`src/rtl/playfield_renderer.sv`:
```
// rtl/playfield_renderer.sv - parametrised playfield colour generator
//
// Ports:
//   raw_clk     clock, all logic on the rising edge
//   reset       asynchronous active-low reset
//   pixel_en    one-cycle pixel strobe; pixel-domain state only moves when high
//   in_image    high during visible pixels, sampled on pixel_en
//   wr_en       register write strobe
//   wr_addr     register select (0..3 pf bytes, 4 fg, 5 bg, 6 border, 7 ctrl)
//   wr_data     register write data
//   color       registered colour index for the current pixel
//   line_done   one-cycle pulse after the last right-half pixel
//   active_ctrl ctrl bits latched for the line in progress
module playfield_renderer #(
  parameter int PF_BITS        = 22,
  parameter int PIXELS_PER_BIT = 16,
  parameter int COLOR_WIDTH    = 7
) (
  input  logic                   raw_clk,
  input  logic                   reset,
  input  logic                   pixel_en,
  input  logic                   in_image,
  input  logic                   wr_en,
  input  logic [2:0]             wr_addr,
  input  logic [7:0]             wr_data,
  output logic [COLOR_WIDTH-1:0] color,
  output logic                   line_done,
  output logic [1:0]             active_ctrl
);

  localparam int BIT_W = (PF_BITS > 1) ? $clog2(PF_BITS) : 1;
  localparam int SUB_W = (PIXELS_PER_BIT > 1) ? $clog2(PIXELS_PER_BIT) : 1;
  localparam logic [BIT_W-1:0] LAST_BIT = BIT_W'(PF_BITS - 1);
  localparam logic [SUB_W-1:0] LAST_SUB = SUB_W'(PIXELS_PER_BIT - 1);

  typedef enum logic [1:0] {
    S_IDLE  = 2'd0,
    S_LEFT  = 2'd1,
    S_RIGHT = 2'd2,
    S_TAIL  = 2'd3
  } state_t;

  // Shadow registers (CPU side)
  logic [PF_BITS-1:0]     pf_sh_q, pf_sh_d;
  logic [COLOR_WIDTH-1:0] fg_sh_q, fg_sh_d;
  logic [COLOR_WIDTH-1:0] bg_sh_q, bg_sh_d;
  logic [COLOR_WIDTH-1:0] bd_sh_q, bd_sh_d;
  logic [1:0]             ctrl_sh_q, ctrl_sh_d;

  // Active registers (frozen for the line in progress)
  logic [PF_BITS-1:0]     pf_act_q, pf_act_d;
  logic [COLOR_WIDTH-1:0] fg_act_q, fg_act_d;
  logic [COLOR_WIDTH-1:0] bg_act_q, bg_act_d;
  logic [COLOR_WIDTH-1:0] bd_act_q, bd_act_d;
  logic [1:0]             ctrl_act_q, ctrl_act_d;

  // Pixel-domain state
  state_t                 state_q, state_d;
  logic [BIT_W-1:0]       bit_q, bit_d;
  logic [SUB_W-1:0]       sub_q, sub_d;
  logic [COLOR_WIDTH-1:0] color_q, color_d;
  logic                   line_done_q, line_done_d;

  // Working values for the strobe being processed
  logic                   line_start;
  state_t                 cur_state;
  logic [BIT_W-1:0]       cur_bit;
  logic [SUB_W-1:0]       cur_sub;
  logic                   bit_last;
  logic [PF_BITS-1:0]     pf_use;
  logic [COLOR_WIDTH-1:0] fg_use;
  logic [COLOR_WIDTH-1:0] bg_use;
  logic [1:0]             ctrl_use;
  logic [COLOR_WIDTH-1:0] pf_color;

  // Shadow register writes
  always_comb begin
    pf_sh_d   = pf_sh_q;
    fg_sh_d   = fg_sh_q;
    bg_sh_d   = bg_sh_q;
    bd_sh_d   = bd_sh_q;
    ctrl_sh_d = ctrl_sh_q;
    if (wr_en) begin
      case (wr_addr)
        3'd4:    fg_sh_d   = COLOR_WIDTH'(wr_data);
        3'd5:    bg_sh_d   = COLOR_WIDTH'(wr_data);
        3'd6:    bd_sh_d   = COLOR_WIDTH'(wr_data);
        3'd7:    ctrl_sh_d = wr_data[1:0];
        default: begin
          // Byte k covers pf bits 8k..8k+7; bits beyond PF_BITS simply don't exist.
          for (int i = 0; i < PF_BITS; i++) begin
            if (wr_addr == 3'(i / 8)) begin
              pf_sh_d[i] = wr_data[3'(i % 8)];
            end
          end
        end
      endcase
    end
  end

  // Pixel state machine and colour selection
  always_comb begin
    line_start = pixel_en && in_image && (state_q == S_IDLE);

    // Pixel 0 is rendered on the line-start strobe itself, while the active
    // copy is still being loaded, so that strobe reads the shadow values.
    pf_use    = line_start ? pf_sh_q   : pf_act_q;
    fg_use    = line_start ? fg_sh_q   : fg_act_q;
    bg_use    = line_start ? bg_sh_q   : bg_act_q;
    ctrl_use  = line_start ? ctrl_sh_q : ctrl_act_q;
    cur_state = line_start ? S_LEFT    : state_q;
    cur_bit   = line_start ? LAST_BIT  : bit_q;
    cur_sub   = line_start ? '0        : sub_q;

    bit_last = (cur_sub == LAST_SUB);
    pf_color = (ctrl_use[1] && pf_use[cur_bit]) ? fg_use : bg_use;

    pf_act_d    = line_start ? pf_sh_q   : pf_act_q;
    fg_act_d    = line_start ? fg_sh_q   : fg_act_q;
    bg_act_d    = line_start ? bg_sh_q   : bg_act_q;
    bd_act_d    = line_start ? bd_sh_q   : bd_act_q;
    ctrl_act_d  = line_start ? ctrl_sh_q : ctrl_act_q;

    state_d     = state_q;
    bit_d       = bit_q;
    sub_d       = sub_q;
    color_d     = color_q;
    line_done_d = 1'b0;

    if (pixel_en) begin
      if (!in_image) begin
        state_d = S_IDLE;
        color_d = '0;
      end else begin
        case (cur_state)
          S_LEFT: begin
            state_d = S_LEFT;
            color_d = pf_color;
            sub_d   = bit_last ? '0 : cur_sub + 1'b1;
            bit_d   = cur_bit;
            if (bit_last) begin
              if (cur_bit == '0) begin
                state_d = S_RIGHT;
                bit_d   = ctrl_use[0] ? '0 : LAST_BIT;
              end else begin
                bit_d = cur_bit - 1'b1;
              end
            end
          end
          S_RIGHT: begin
            color_d = pf_color;
            sub_d   = bit_last ? '0 : cur_sub + 1'b1;
            if (bit_last) begin
              if (ctrl_use[0] ? (cur_bit == LAST_BIT) : (cur_bit == '0)) begin
                state_d     = S_TAIL;
                line_done_d = 1'b1;
              end else begin
                bit_d = ctrl_use[0] ? cur_bit + 1'b1 : cur_bit - 1'b1;
              end
            end
          end
          S_TAIL:  color_d = bd_act_q;
          default: color_d = '0;
        endcase
      end
    end
  end

  always_ff @(posedge raw_clk or negedge reset) begin
    if (!reset) begin
      pf_sh_q     <= '0;
      fg_sh_q     <= '0;
      bg_sh_q     <= '0;
      bd_sh_q     <= '0;
      ctrl_sh_q   <= '0;
      pf_act_q    <= '0;
      fg_act_q    <= '0;
      bg_act_q    <= '0;
      bd_act_q    <= '0;
      ctrl_act_q  <= '0;
      state_q     <= S_IDLE;
      bit_q       <= '0;
      sub_q       <= '0;
      color_q     <= '0;
      line_done_q <= 1'b0;
    end else begin
      pf_sh_q     <= pf_sh_d;
      fg_sh_q     <= fg_sh_d;
      bg_sh_q     <= bg_sh_d;
      bd_sh_q     <= bd_sh_d;
      ctrl_sh_q   <= ctrl_sh_d;
      pf_act_q    <= pf_act_d;
      fg_act_q    <= fg_act_d;
      bg_act_q    <= bg_act_d;
      bd_act_q    <= bd_act_d;
      ctrl_act_q  <= ctrl_act_d;
      state_q     <= state_d;
      bit_q       <= bit_d;
      sub_q       <= sub_d;
      color_q     <= color_d;
      line_done_q <= line_done_d;
    end
  end

  assign color       = color_q;
  assign line_done   = line_done_q;
  assign active_ctrl = ctrl_act_q;

endmodule

```
`config.mk`:
```
export PLATFORM = sky130hd
export DESIGN_NAME = playfield_renderer
export DESIGN_NICKNAME = d
export VERILOG_FILES = /design/src/rtl/playfield_renderer.sv
export SDC_FILE = /design/constraint.sdc
export NUM_CORES = 1
export LEC_CHECK = 0
export ABC_AREA = 1
export CELL_PAD_IN_SITES_DETAIL_PLACEMENT = 0
export CELL_PAD_IN_SITES_GLOBAL_PLACEMENT = 1
export CORE_MARGIN = 2
export CORE_UTILIZATION = 41
export DETAILED_ROUTE_END_ITERATION = 6
export HOLD_SLACK_MARGIN = 0.08
export PLACE_DENSITY_LB_ADDON = 0.1
export SYNTH_ARGS = -nofsm -noshare
export SYNTH_HDL_FRONTEND = slang
export SYNTH_SLANG_ARGS = --single-unit
```
`constraint.sdc`:
```
create_clock -name raw_clk -period 2.6 [get_ports raw_clk]
set_clock_uncertainty 0.1 [all_clocks]
set_input_delay 0.26 -clock raw_clk [delete_from_list [all_inputs] [get_ports raw_clk]]
set_output_delay 0.26 -clock raw_clk [all_outputs]
set_load 0.005 [all_outputs]
```
# Word level (Yosys, flattened, before mapping)
# Index checks and enable logic that the tools add are counted.
[classes] n_addsub=3 order_cmp=1 n_eq_ne=16 muxes=32 bitwise_logic=1 n_reduce_logical=19
[op_table] op="$mux 5" n=7
[op_table] op="$mux 7" n=4
[op_table] op="$mux 22" n=1
[op_table] op="$mux 2" n=7
[op_table] op="$pmux 7 s2" n=1
[op_table] op="$eq 3x3->1 const B" n=4
[op_table] op="$reduce_and 3->1" n=4
[op_table] op="$pmux 5 s2" n=1
[op_table] op="$mux 4" n=2
[op_table] op="$reduce_and 2->1" n=4
[op_table] op="$mux 1" n=7
[op_table] op="$lt 5x6->1 const B" n=1
[op_table] op="$ne 3x3->1 const B" n=2
[op_table] op="$add 5x1->5 const B" n=1
[op_table] op="$bmux 1 s5" n=1
[op_table] op="$eq 5x5->1 const B" n=1
[op_table] op="$logic_not 5->1" n=1
[op_table] op="$reduce_and 5->1" n=1
[op_table] op="$sub 5x1->5 const B" n=1
[op_table] op="$add 4x1->4 const B" n=1
[op_table] op="$eq 2x2->1 const B" n=2
[op_table] op="$eq 4x4->1 const B" n=1
[op_table] op="$ne 2x2->1 const B" n=2
[op_table] op="$pmux 2 s2" n=1
[op_table] op="12 further kinds" n=14
[totals] ff_bits=99 word_cells=89

# Logic depth before layout (Yosys ltp)
[depth] depth_word=10 ltp_mapped=18 ltp_nobuf=17

# Least setup slack after synthesis
# OpenSTA, ideal clock, no wires.
[synth_path] path_kind="register to register" startpoint="register state_q[1]" endpoint="register bit_q[0]" setup_ps=126 t_arrival_ps=2400 t_required_ps=2374 slack_ps=-26 path_stages_with_launch=15 period_less_slack_ps=2626 path_cell_list="dfrtp_1 > nor2_4 > nand2_4 > inv_2 > clkbuf_1 > clkbuf_1 > clkbuf_1 > nor2_1 > ha_1 > nand4_4 > inv_1 > nand3_1 > o21ai_0 > o221ai_2 > o21ai_1"
[synth_via] elab_chain_cells=8 elab_cells_between_ends=25 cone_classes="2 x add/sub; 6 x eq/ne; 12 x mux; 5 x reduce/logical"
[synth_rtl] element="start, declared" line_no="58" source="state_t state_q, state_d;"
[synth_rtl] element="start signal, assigned" line_no="197" source="state_q <= state_d;"
[synth_rtl] element="$logic_not 2->1" line_no="103" source="line_start = pixel_en && in_image && (state_q == S_IDLE);"
[synth_rtl] element="$logic_and 1x1->1" line_no="103"
[synth_rtl] element="$mux 5" line_no="112" source="cur_bit = line_start ? LAST_BIT : bit_q;"
[synth_rtl] element="$sub 5x1->5 or $add 5x1->5 (tied branches)" line_no="146, 158"
[synth_rtl] element="$mux 5" line_no="158" source="bit_d = ctrl_use[0] ? cur_bit + 1'b1 : cur_bit - 1'b1;"
[synth_rtl] element="$mux 5" line_no="154" source="if (ctrl_use[0] ? (cur_bit == LAST_BIT) : (cur_bit == '0)) begin"
[synth_rtl] element="$mux 5" line_no="153" source="if (bit_last) begin"
[synth_rtl] element="$pmux 5 s2" line_no="135" source="case (cur_state)"
[synth_rtl] element="end signal, assigned" line_no="198" source="bit_q <= bit_d;"
[synth_rtl] element="end, declared" line_no="59" source="logic [BIT_W-1:0] bit_q, bit_d;"
# Several ways; a longest one is shown, not always the timed one. The select of a mux whose other input is x is not followed.
# A chain may end at the register's enable or synchronous reset.

# Worst setup path after layout
[layout_path] startpoint="register state_q[0]" endpoint="register bit_q[0]"
# Same word-level chain as after synthesis.

==> reports/qor.csv <==
stage;metric;value;unit
finish;final_nets;640;
clock_network;cts-htree-levels;3;
critical_path;rrSetupSlack;0.23;ns
route;avgRoutedWirePerCell;13.8;um
sta;slew-limit-headroom;53.8;%
place;dp_hpwl;7730;um
grt;antenna_found_initial;0;
critical_path;path_buf_inv;3;
die;initial_core_util;41.8;%
power;ir_drop;351;uV
route;vias;3678;
power;power_density;842;nW/um^2
hold_path;whs_path_depth;2;
sta;rsz0062_at_grt;no;
yosys;synth_edf_count;0;
grt;grt_pass1_vias;3549;
die;io-pin-count;26;
yosys;yosysTopAreaCellShare;52.1;%
power;p_sw;1.58;mW
route;ant_nets;0;
grt;grt_max_degree;51;
finish;diodes;0;
run_status;status;complete, no violations;
clock_network;root_buffer;clkbuf_16;
critical_path;crit_family;simple AND/OR/NAND/NOR gates;
sta;min_period;2.37;ns
power;clkPwrFrac;27.6;%
yosys;synth_flop_cell;dfrtp_1;
yosys;ys_types;41;
clock_network;cts_sinks;99;
power;switching_share;33.0;%
place;routabilityCongestion;0.844;
yosys;synth_common_cells;nand2_1 (159), dfrtp_1 (99), inv_1 (64);
sta;layout_setup_ws;0.232;ns
yosys;ys_seq_area_share;52.1;%
critical_path;criticalPathCategory;reg -> reg;
route;drcViolationCount;0;
finish;finalNonFillerCells;768;
route;via_per_inst;4.79;
critical_path;path_cells;nor2_4 -> nand2_4 -> buf_4 -> nand2_4 -> inv_4 -> ha_1 -> nand3_4 -> o22ai_2 -> inv_2 -> nand2_2 -> a21oi_4 -> o221ai_2 -> o21ai_1;
critical_path;r2r-end;bit_q[0];
critical_path;cpPeakStageDelay;0.45;ns
critical_path;setup.worst_path.end;bit_q[0];
clock_network;cts_tree;built;
die;rows;39;
grt;grtUsageTotal;18.2;%
route;wl;10600;um
die;die_w;112;um
power;p_leak;2.81;nW
critical_path;slowest_stage;dfrtp_1;
clock_network;clk_pin_slew;0.07;ns
route;drt_iter0_drc;166;
sta;final_hold_viol_count;0;
grt;grt_pass1_wl;18100;um
route;first_pass_iters;4;
yosys;avgSynthCellArea;8.43;sq um
power;p_comb_share;30.0;%
yosys;async_flop_share;100;%
grt;globalRouteOverflowTotal;0;
critical_path;crit_path_end_kind;flop;
finish;fillers;1125;
die;core_area;11400;sq um
finish;area_delta_synth_final;19.4;%
power;power.total;4.78;mW
die;die-area;12500;sq um
hold_path;min_path_type;reg -> reg;
finish;drive_gt1_share;15.7;%
critical_path;worstSetupPathDepth;13;
sta;min_period_over_period;91.1;%
job;cap_violations;0;
finish;multi_input_area;1890;sq um
critical_path;path_common_cell;nand2_4;
yosys;syn_area;4750;sq um
yosys;synthCells;564;
yosys;synth-seq-cells;99;
critical_path;cp_max_fo;11;
yosys;yosysWarnings;0;
critical_path;r2r_cells;13;
yosys;yosysMostFrequentCell;nand2_1;
yosys;yosys-top-cells-area;dfrtp_1 (52%), nand2_1 (13%), o21ai_0 (6.3%);
power;seqPwrFrac;42.5;%
sta;setup_viol;0;
clock_network;numCtsBuffers;9;
critical_path;worstPathRequired;2.77;ns
critical_path;r2r-start;state_q[0];
sta;worstMarginPinSlew;0.693;ns
place;dp.cells;751;
yosys;yosys.area.top_type;dfrtp_1;
sta;timing.fmax;0.422;GHz
critical_path;cp.arrival;2.54;ns
die;die_h;112;um
clock_network;insertion_delay;0.34;ns
power;intPower;3.20;mW
sta;slew_violations;0;
critical_path;startpoint_type;flop;
place;portBuffers;24;
critical_path;startpoint;state_q[0];
finish;regArea;2480;sq um
yosys;syn_nets;584;
place;post-place-ws;-0.0495;ns
clock_network;cts.path.max_buffers;2;
[flip-flops by register name, indices dropped and copies added (netlist names), 4 cells and up]
signal    cells
fg_sh_q       7
fg_act_q      7
color         7
pf_act_q     22
bd_sh_q       7
bg_sh_q       7
sub_q         4
bd_act_q      7
pf_sh_q      12
bit_q         5
bg_act_q      7
[cell families (layout without fill, tap and decap cells)]
group                      after synthesis  in the layout  share of synthesized area (%)
DFF                                     99             99                           52.1
adders and majority gates                4              4                           1.05
and+or+nand+nor                        275            275                           26.7
xor gates and xnor gates                 4              4                          0.737
buffers and inverters                   89            150                           8.14
AOI/OAI and AO/OA                       93             93                           11.2
[per-stage QoR]
stage | setup TNS (ns) | util, % | instance area, sq um | hold slack [ns]
after floorplan | 0 | - | 4750 | -0.136
after CTS | 0 | 49.9 | 5680 | 0.369
after detailed placement | -0.148 | 47.2 | 5370 | 0.258
final | 0 | 49.9 | 5680 | 0.371
after global routing | 0 | 49.9 | 5680 | 0.396
after global placement | -0.243 | 47.2 | 5370 | 0.242
[worst min path at each step]
| stage | startpoint | endpoint |
|---|---|---|
| finish | pf_sh_q[8] | pf_act_q[8] |
| global route | bd_act_q[2] | bd_act_q[2] |
| CTS | pf_sh_q[8] | pf_act_q[8] |
| detailed placement | reset | bit_q[3] |
| global placement | reset | bit_q[1] |
| floorplan | reset | active_ctrl[0] |
[layer usage]
metal  vias up  track usage (%)  part of all wire (%)
met5         -                0                     0
met4         0             5.51                   1.2
met3        11             3.43                   2.9
met2        49             26.1                    41
met1      1712             27.8                    55
li1       1906                -                     -
[tightest hold or removal path, delay by kind of cell (launching register included)]
kind / cells / cell delay, ns
flip-flops: 1 / 0.34
AND/OR/NAND/NOR: 2 / 0.10
[layout make-up]
type / count / area share (%)
Inverter: 73 / 4.89
Multi-Input combinational cell: 376 / 33.3
Clock inverter: 4 / 0.551
Timing Repair Buffer: 61 / 9.79
Sequential cell: 99 / 43.7
Tap cell: 143 / 3.15
Clock buffer: 12 / 4.70
[cell usage in the layout (no fill, tap or decap), drive strengths merged, types with 3 or more instances in the layout]
master	instances
or2	16
inv	70
nor2	30
nand3b	4
dfrtp	99
xor2	4
clkdlybuf4s50	23
clkinv	5
o211ai	4
o21ai	71
nand2	171
clkbuf	12
nor3	3
a21oi	10
buf	37
and2	4
o22ai	3
ha	4
nand3	44
[power by group through the flow]
stage / combinational [mW] / clock (mW) / sequential (mW)
after floorplan: 0.965 / 0 / 2.00
after global placement: 1.42 / 0 / 2.05
after detailed placement: 1.44 / 0 / 2.05
after CTS: 1.44 / 1.36 / 2.03
after global routing: 1.63 / 1.43 / 2.06
final: 1.43 / 1.32 / 2.03
[what timing repair did]
| item | CTS | global route |
|---|---|---|
| hold endpoints to repair | 48 | 0 |
| resized for setup | 0 | 0 |
| hold buffers | 1 | 0 |
| buffers inserted | 0 | 0 |
(Power assumes the default switching activity.)
